[src/rtl/riscv_mem_pkg.sv]
// Shared types for the data-memory access path: access sizes, FSM states,
// default bus timeout and the alignment legality rule.
package riscv_mem_pkg;

  typedef enum logic [1:0] {
    SZ_WORD    = 2'b00,
    SZ_HALF    = 2'b01,
    SZ_BYTE    = 2'b10,
    SZ_ILLEGAL = 2'b11
  } mem_size_e;

  typedef enum logic [1:0] {
    ST_IDLE = 2'b00,
    ST_REQ  = 2'b01,
    ST_DONE = 2'b10
  } mau_state_e;

  localparam int unsigned DEFAULT_TIMEOUT = 255;

  function automatic logic access_legal(input mem_size_e size, input logic [1:0] lo);
    case (size)
      SZ_WORD: return (lo == 2'b00);
      SZ_HALF: return !lo[0];
      SZ_BYTE: return 1'b1;
      default: return 1'b0;
    endcase
  endfunction

endpackage

[src/rtl/mem_access_unit_load_extend.sv]
// Load lane select and sign/zero extension of the returned bus word.
module load_extend
  import riscv_mem_pkg::*;
(
  input  logic [31:0] rdata,
  input  logic [1:0]  size,
  input  logic [1:0]  addr_lo,
  input  logic        ld_unsigned,
  output logic [31:0] data
);

  logic [7:0]  byte_sel;
  logic [15:0] half_sel;

  always_comb begin
    byte_sel = '0;
    case (addr_lo)
      2'b00: byte_sel = rdata[7:0];
      2'b01: byte_sel = rdata[15:8];
      2'b10: byte_sel = rdata[23:16];
      2'b11: byte_sel = rdata[31:24];
      default: byte_sel = '0;
    endcase
    half_sel = addr_lo[1] ? rdata[31:16] : rdata[15:0];

    data = rdata;
    case (mem_size_e'(size))
      SZ_BYTE: data = {{24{~ld_unsigned & byte_sel[7]}}, byte_sel};
      SZ_HALF: data = {{16{~ld_unsigned & half_sel[15]}}, half_sel};
      default: data = rdata;
    endcase
  end

endmodule

[src/rtl/mem_access_unit.sv]
// MEM-stage data-memory access unit: request/ack handshake with timeout,
// byte-lane steering for stores, extended load result and pipeline stall.
module mem_access_unit
  import riscv_mem_pkg::*;
#(
  parameter int unsigned TIMEOUT = DEFAULT_TIMEOUT
) (
  input  logic        clk,
  input  logic        rst,
  input  logic        MemRead_reg2,
  input  logic        MemWrite_reg2,
  input  logic [1:0]  L_type_reg2,
  input  logic [1:0]  S_type_reg2,
  input  logic        ld_unsigned,
  input  logic [31:0] alu_OUT_reg2,
  input  logic [31:0] store_data,
  output logic        dmem_req,
  output logic        dmem_we,
  output logic [31:0] dmem_addr,
  output logic [31:0] dmem_wdata,
  output logic [3:0]  dmem_be,
  input  logic        dmem_ack,
  input  logic [31:0] dmem_rdata,
  output logic [31:0] load_data,
  output logic        mem_stall,
  output logic        mem_err
);

  localparam int unsigned CW = (TIMEOUT > 1) ? $clog2(TIMEOUT + 1) : 1;

  mau_state_e  state;
  logic [CW-1:0] wait_cnt;
  mem_size_e   lat_size;
  logic [1:0]  lat_lo;
  logic        lat_unsigned;

  logic        access;
  logic        is_write;
  mem_size_e   req_size;
  logic        legal;
  logic [3:0]  be_next;
  logic [31:0] wdata_next;
  logic [31:0] ext_data;

  // Store wins when both strobes are set, so size and lanes follow the store.
  always_comb begin
    access     = MemRead_reg2 | MemWrite_reg2;
    is_write   = MemWrite_reg2;
    req_size   = mem_size_e'(is_write ? S_type_reg2 : L_type_reg2);
    legal      = access_legal(req_size, alu_OUT_reg2[1:0]);
    be_next    = '0;
    wdata_next = '0;
    if (is_write) begin
      case (req_size)
        SZ_BYTE: begin
          be_next    = 4'b0001 << alu_OUT_reg2[1:0];
          wdata_next = {4{store_data[7:0]}};
        end
        SZ_HALF: begin
          be_next    = 4'b0011 << alu_OUT_reg2[1:0];
          wdata_next = {2{store_data[15:0]}};
        end
        SZ_WORD: begin
          be_next    = 4'b1111;
          wdata_next = store_data;
        end
        default: begin
          be_next    = '0;
          wdata_next = '0;
        end
      endcase
    end
    mem_stall = ((state == ST_IDLE) && access) || (state == ST_REQ);
  end

  load_extend u_load_extend (
    .rdata       (dmem_rdata),
    .size        (lat_size),
    .addr_lo     (lat_lo),
    .ld_unsigned (lat_unsigned),
    .data        (ext_data)
  );

  always_ff @(posedge clk) begin
    if (rst) begin
      state        <= ST_IDLE;
      wait_cnt     <= '0;
      lat_size     <= SZ_WORD;
      lat_lo       <= '0;
      lat_unsigned <= 1'b0;
      dmem_req     <= 1'b0;
      dmem_we      <= 1'b0;
      dmem_addr    <= '0;
      dmem_wdata   <= '0;
      dmem_be      <= '0;
      load_data    <= '0;
      mem_err      <= 1'b0;
    end else begin
      mem_err <= 1'b0;
      case (state)
        ST_IDLE: begin
          if (access) begin
            if (legal) begin
              state        <= ST_REQ;
              wait_cnt     <= '0;
              lat_size     <= req_size;
              lat_lo       <= alu_OUT_reg2[1:0];
              lat_unsigned <= ld_unsigned;
              dmem_req     <= 1'b1;
              dmem_we      <= is_write;
              dmem_addr    <= {alu_OUT_reg2[31:2], 2'b00};
              dmem_wdata   <= wdata_next;
              dmem_be      <= be_next;
            end else begin
              state     <= ST_DONE;
              mem_err   <= 1'b1;
              load_data <= '0;
            end
          end
        end
        ST_REQ: begin
          // An ack on the final wait cycle still completes the access.
          if (dmem_ack) begin
            state     <= ST_DONE;
            dmem_req  <= 1'b0;
            dmem_we   <= 1'b0;
            dmem_be   <= '0;
            load_data <= dmem_we ? '0 : ext_data;
          end else if (wait_cnt == CW'(TIMEOUT - 1)) begin
            state     <= ST_DONE;
            dmem_req  <= 1'b0;
            dmem_we   <= 1'b0;
            dmem_be   <= '0;
            mem_err   <= 1'b1;
            load_data <= '0;
          end else begin
            wait_cnt <= wait_cnt + 1'b1;
          end
        end
        ST_DONE: state <= ST_IDLE;
        default: state <= ST_IDLE;
      endcase
    end
  end

endmodule

[config.mk]
export PLATFORM = sky130hd
export DESIGN_NAME = mem_access_unit
export DESIGN_NICKNAME = d
export VERILOG_FILES = /design/src/rtl/riscv_mem_pkg.sv /design/src/rtl/mem_access_unit_load_extend.sv /design/src/rtl/mem_access_unit.sv
export SDC_FILE = /design/constraint.sdc
export NUM_CORES = 1
export LEC_CHECK = 0
export BUFFER_PORTS_ARGS = -buffer_cell sky130_fd_sc_hd__buf_2
export CAP_MARGIN = 20
export CORE_MARGIN = 5
export CORE_UTILIZATION = 44
export CTS_CLUSTER_DIAMETER = 50
export DETAILED_ROUTE_END_ITERATION = 8
export GPL_ROUTABILITY_DRIVEN = 0
export PLACE_DENSITY = 0.76
export SLEW_MARGIN = 20
export SYNTH_ARGS = -nofsm -noshare
export SYNTH_HDL_FRONTEND = slang
export SYNTH_SLANG_ARGS = --single-unit
[constraint.sdc]
create_clock -name clk -period 2 [get_ports clk]
set_input_delay 0.1 -clock clk [delete_from_list [all_inputs] [get_ports clk]]
set_output_delay 0.1 -clock clk [all_outputs]
set_load 0.05 [all_outputs]
==> results of run 1 <==
[through the flow]
stage | instance area, um2 | std cells | power [W] | setup TNS (ps) | util, %
floorplan | 5449 | 643 | 0.003423 | 0 | -
global placement | 6887 | 1001 | 0.003923 | -934.9 | 57.10
detailed placement | 6887 | 1001 | 0.003934 | -5517 | 57.10
CTS | 8029 | 1092 | 0.006755 | 0 | 66.57
global route | 8029 | 1092 | 0.006996 | 0 | 66.57
finish | 8031 | 1093 | 0.006729 | 0 | 66.59
[routing by layer]
| metal | routed length [um] | track usage, % | up-vias | part of all wire (%) |
|---|---|---|---|---|
| met2 | 9176 | 42.41 | 354 | 48 |
| met5 | 0 | 0 | - | 0 |
| met3 | 1878 | 7.786 | 56 | 9.9 |
| met1 | 7232 | 29.57 | 2896 | 38 |
| met4 | 674 | 12.25 | 0 | 3.6 |
| li1 | - | - | 2954 | - |
[registers in the layout, summed over array words and instances (netlist names)]
register and flops:
dmem_wdata 32, load_data 32, dmem_addr 30, wait_cnt 8, dmem_be 4, lat_lo 2, lat_size 2, state 2
dmem_req 1, dmem_we 1, lat_unsigned 1, mem_err 1
[cell usage after synthesis (3+ instances only)]
library cell | count | area [um2]
nor2b_1 | 3 | 18.77
buf_6 | 4 | 45.04
nor2_1 | 22 | 82.58
a221o_1 | 8 | 80.08
nand2_1 | 21 | 78.83
a222oi_1 | 8 | 80.08
a21oi_1 | 91 | 455.4
nand2b_1 | 15 | 93.84
dfxtp_1 | 116 | 2322
a211oi_1 | 9 | 67.56
a32o_1 | 8 | 80.08
a22oi_1 | 9 | 67.56
a31oi_1 | 4 | 25.02
nor3_1 | 8 | 40.04
o2bb2ai_1 | 17 | 148.9
or3_1 | 3 | 18.77
nand3_1 | 44 | 220.2
mux2i_1 | 5 | 50.05
or4_1 | 19 | 142.6
ha_1 | 8 | 100.1
clkbuf_1 | 49 | 183.9
o21ai_0 | 83 | 415.4
inv_1 | 13 | 48.80
buf_4 | 3 | 22.52
buf_2 | 9 | 45.04
nand4_1 | 10 | 62.56
mux2_2 | 8 | 90.09
o32ai_1 | 3 | 26.28
o211ai_1 | 12 | 90.09
[kinds of logic after synthesis]
| group | after synthesis | synth area share [%] |
|---|---|---|
| other | 1 | 0.06901 |
| XOR/XNOR | 2 | 0.3224 |
| buffers and inverters | 81 | 6.562 |
| AO/OA/AOI/OAI | 267 | 30.62 |
| multiplexers | 13 | 2.579 |
| adder cells (fa/ha/maj) | 8 | 1.842 |
| AND/OR/NAND/NOR | 154 | 15.27 |
| flip-flops | 116 | 42.74 |
[final timing paths]
kind | slack, ps | cells after the start | to
min | 40 | 3 | dmem_wdata[5]$_SDFFE_PP0P_
max reg2reg | 170 | 7 | load_data[6]$_SDFFE_PP0P_
max | 140 | 7 | dmem_wdata[18]$_SDFFE_PP0P_
min reg2reg | 460 | 1 | load_data[31]$_SDFFE_PP0P_
[layout make-up]
cell class                 count  area [um2]
fill                        1005        4030
multi-input combinational    446        2790
sequential                   116        2322
timing repair buffer         318        2122
clock buffer                  26       509.2
tap                          168       210.2
inverter                      14       52.55
clock inverter                 4       22.52
antenna                        1       2.502
[power by group]
group / internal [W] / switching, W
logic: 0.000562 / 0.000996
registers: 0.00240 / 0.0000495
clock network: 0.00172 / 0.000996
[worst reg2reg max path, cell delays in order (launching register included)]
cell and delay [ps]:
dfxtp_1 340, inv_1 80, ha_1 140, nand3_1 130, o21ai_1 290, a31oi_2 160
buf_12 200, a221o_1 360
==> results_dict.tcl, run 1 <==
set metrics [dict create \
    vdd_drop_max_uv 498.9 \
    timing.hold.ws_ps 39.08 \
    setup_violations 0 \
    core_um2 12060 \
    path_class "input port to register" \
    synth-edff-count 0 \
    period_share_pct 92.87 \
    clk_pin_slew_ps 50 \
    cts_hold_buf 61 \
    first_pass_iters 5 \
    cts_buffer_depth 2 \
    num_rows 40 \
    grt_overflow 0 \
    post-cts-setup-buffers 0 \
    ctsRootBufferMaster "clkbuf_16" \
    finClkSkew_ps 6.992 \
    wire_per_inst_um 17.35 \
    max_stage_delay_ps 550 \
    grt_max_degree 49 \
    drv_cap 0 \
    cts_tree "done" \
    grt_antenna_before_repair 0 \
    area_delta_synth_final_pct 47.80 \
    worstSkewPairLatency_ps 410 \
    gr-usage-all-layers_pct 25.39 \
    rsz0062_at_grt "no" \
    cts_resized 0 \
    crit_fanout 24 \
    start_kind "input port" \
    fin_nets 1027 \
    port_buffers 207 \
    syn_area_um2 5434 \
    drive_gt1_share_pct 32.47 \
    synth_seq_area_share_pct 42.74 \
    path_cells "dlygate4sd3_1 -> buf_2 -> nand2b_1 -> a211o_2 -> buf_12 -> or4_1 -> a21oi_1" \
    final_max_slew_viol_count 0 \
    async_reset_ff_share_pct 0 \
    synthDistinctLibCells 53 \
    start_util_pct 45.05 \
    postSynthCellCount 642 \
    period_needed_ps 1857 \
    die_w_um 121.1 \
    clock.fmax_ghz 0.5384 \
    grt_pass1_wl_mm 29.96 \
    vias_per_cell 5.727 \
    slowest_stage "dlygate4sd3_1" \
    end_kind "register" \
    r2r_start "wait_cnt[0]$_SDFFE_PP0P_" \
    power.leakage_nw 3.404 \
    cp_num_buf_inv 3 \
    dieArea_um2 14670 \
    synth_seq_cells 116 \
    power.density_nw_per_um2 837.8 \
    synth-warning-count 0 \
    wirelength_mm 18.96 \
    relSlewSlack_pct 65.56 \
    required_ps 2330 \
    hp-start "store_data[5]" \
    final_hold_viol_count 0 \
    layout_common_cells "buf_2, dfxtp_1, a21oi_1, o21ai_0, dlygate4sd3_1" \
    status "finished, final reports clean" \
    cts_max_level 4 \
    drcViolationCount 0 \
    dp_worst_setup_slack_ps -195.2 \
    clock_sinks 116 \
    drtIter0Drc 494 \
    layout_commonest_cell "buf_2" \
    tightestPinTransition_ps 516.5 \
    first_global_vias 5997 \
    hpwl_mm 12.81 \
    syn_area_per_cell_um2 8.464 \
    cp_top_family "buffers and inverters" \
    hold_class "input port to register" \
    cts_inserted_buffers 17 \
    worstSetupStartpoint "alu_OUT_reg2[1]" \
    setup_slack_ps 142.7 \
    num_vias 6260 \
    fp.dieH_um 121.1 \
    synth_flop_cell "dfxtp_1" \
    critPathArrivalTime_ps 2190 \
    antenna_left 0 \
    ios 210 \
]
Note: power is estimated with default switching activity, not from simulation.
==> inputs of run 2 (changes only) <==
PLACE_DENSITY = default   (was 0.76)
PLACE_DENSITY_LB_ADDON = 0.12   (was default)
==> run 2 against run 1 <==
  * Hold slack worse by 18 ps
  * Cell count increased by 0.37%
  * First-iteration DRC count is 6.5% higher
  * Largest cell class unchanged
  * Largest power group unchanged
==> results_dict.tcl, run 2 (synthesis gave the netlist of run 1 again) <==
set metrics [dict create \
    drive_gt1_share_pct 32.94 \
    path_class "register to register" \
    p_clk_share_pct 43.6 \
    grt_antenna_before_repair 1 \
    hold_depth 3 \
    start_util_pct 45.05 \
    tightestPinTransition_ps 809.3 \
    grt_overflow 0 \
    drtIter0Drc 526 \
    drcViolationCount 0 \
    num_rows 40 \
    die_w_um 121.1 \
    clk_pin_slew_ps 50 \
    crit_fanout 16 \
    core_um2 12060 \
    cts_buffer_depth 2 \
    ff2ff_path_depth 4 \
    power.density_nw_per_um2 878.6 \
    power.leakage_nw 3.443 \
    ios 210 \
    intPower_w 0.005066 \
    layout_common_cells "buf_2, dfxtp_1, a21oi_1, o21ai_0, dlygate4sd3_1" \
    r2r_slack_ps 140 \
    hp-start "alu_OUT_reg2[1]" \
    final_max_slew_viol_count 0 \
    timing.hold.ws_ps 21.55 \
    period_share_pct 93.24 \
    first_global_vias 6208 \
    setup_violations 0 \
    antennaDiodeCount 0 \
    cts_tree "done" \
    fp.dieH_um 121.1 \
    hold_class "input port to register" \
    top_regs "dmem_wdata: 32 flops, load_data: 32 flops, dmem_addr: 30 flops" \
    relSlewSlack_pct 46.04 \
    layout_commonest_cell "buf_2" \
    wire_per_inst_um 17.38 \
    end_kind "register" \
    gr-usage-all-layers_pct 25.67 \
    vdd_drop_max_uv 727.5 \
    r2r-end "load_data[19]$_SDFFE_PP0P_" \
    start_kind "register" \
    finish.instance_area_um2 8152 \
    grt_pass1_wl_mm 30.43 \
    netSwitchingFraction_pct 29.27 \
    seq_power_share_pct 34.3 \
    r2r_start "state[0]$_SDFFE_PP0P_" \
    comb_power_share_pct 22.1 \
    clock.fmax_ghz 0.5362 \
    p_total_w 0.007162 \
    wirelength_mm 19.06 \
    grt_max_degree 76 \
    finClkSkew_ps 11.28 \
    utilization_pct 67.58 \
    whs_endpoint "lat_lo[1]$_SDFFE_PP0P_" \
    antenna_left 0 \
    worstSkewPairLatency_ps 410 \
    clock_sinks 116 \
    ctsRootBufferMaster "clkbuf_16" \
    p_sw_w 0.002097 \
    hpwl_mm 12.99 \
    port_buffers 207 \
    status "finished, final reports clean" \
    drv_cap 0 \
    area_delta_synth_final_pct 50.01 \
    num_vias 6162 \
    placed_area_um2 6894 \
    required_ps 2330 \
    dieArea_um2 14670 \
    fin_nets 1030 \
    cts_inserted_buffers 17 \
    cts_max_level 4 \
    period_needed_ps 1865 \
    vias_per_cell 5.617 \
    rsz0062_at_grt "no" \
    first_pass_iters 5 \
    critPathArrivalTime_ps 2190 \
    final_hold_viol_count 0 \
]
-- run 2: how the worst max path moves through the flow --
stage,from,to,slack (ps),cells after the start
after global placement,MemWrite_reg2,dmem_we$_SDFFE_PP0P_,-110,9
after detailed placement,MemWrite_reg2,dmem_addr[14]$_SDFFE_PP0P_,-230,9
after CTS,state[0]$_SDFFE_PP0P_,load_data[19]$_SDFFE_PP0P_,40,4
after global routing,state[0]$_SDFFE_PP0P_,load_data[19]$_SDFFE_PP0P_,30,4
after floorplan,MemWrite_reg2,load_data[21]$_SDFFE_PP0P_,40,8
final,state[0]$_SDFFE_PP0P_,load_data[19]$_SDFFE_PP0P_,140,4
-- run 2: power by group through the flow --
stage          sequential (W)  clock [W]  combinational, W
2_1_floorplan         0.00273          0          0.000690
3_3_place_gp          0.00250          0           0.00143
3_5_place_dp          0.00250          0           0.00146
4_1_cts               0.00245    0.00317           0.00156
5_1_grt               0.00246    0.00329           0.00170
6_report              0.00245    0.00313           0.00158
-- run 2: area by class of cell --
class | instances | area (um2)
repair buffers | 321 | 2150
inverters | 14 | 52.55
multi-input cells | 446 | 2803
flip-flops and latches | 116 | 2322
well taps | 168 | 210.2
clock buffers | 24 | 491.7
clock inverters | 8 | 122.6
fillers | 967 | 3910
-- run 2: through the flow --
stage	setup TNS (ps)	instances	setup WS [ps]
global placement	-3681	1002	-114.6
finish	0	1097	135.1
detailed placement	-13360	1002	-231.4
CTS	0	1097	42.12
floorplan	0	643	35.48
global route	0	1097	31.65
-- run 2: timing repair --
item | CTS | global route
endpoints found under the setup margin | 0 | 20
hold buffers | 63 | 0
gates resized for setup | 0 | 3
buffers inserted | 0 | 0
endpoints found under the hold margin | 63 | 0
-- run 2: routing by layer --
layer | track usage (%) | part of all wire, %
met5 | 0 | 0.068
met4 | 10.57 | 2.5
met3 | 7.646 | 7.5
met2 | 43.07 | 50
met1 | 30.63 | 40
-- run 2: critical path, cell delays in order (launching register included) --
cell and delay, ps:
dfxtp_1 510, nand2b_1 110, or3_1 460, a221o_2 500
o2bb2ai_1 200
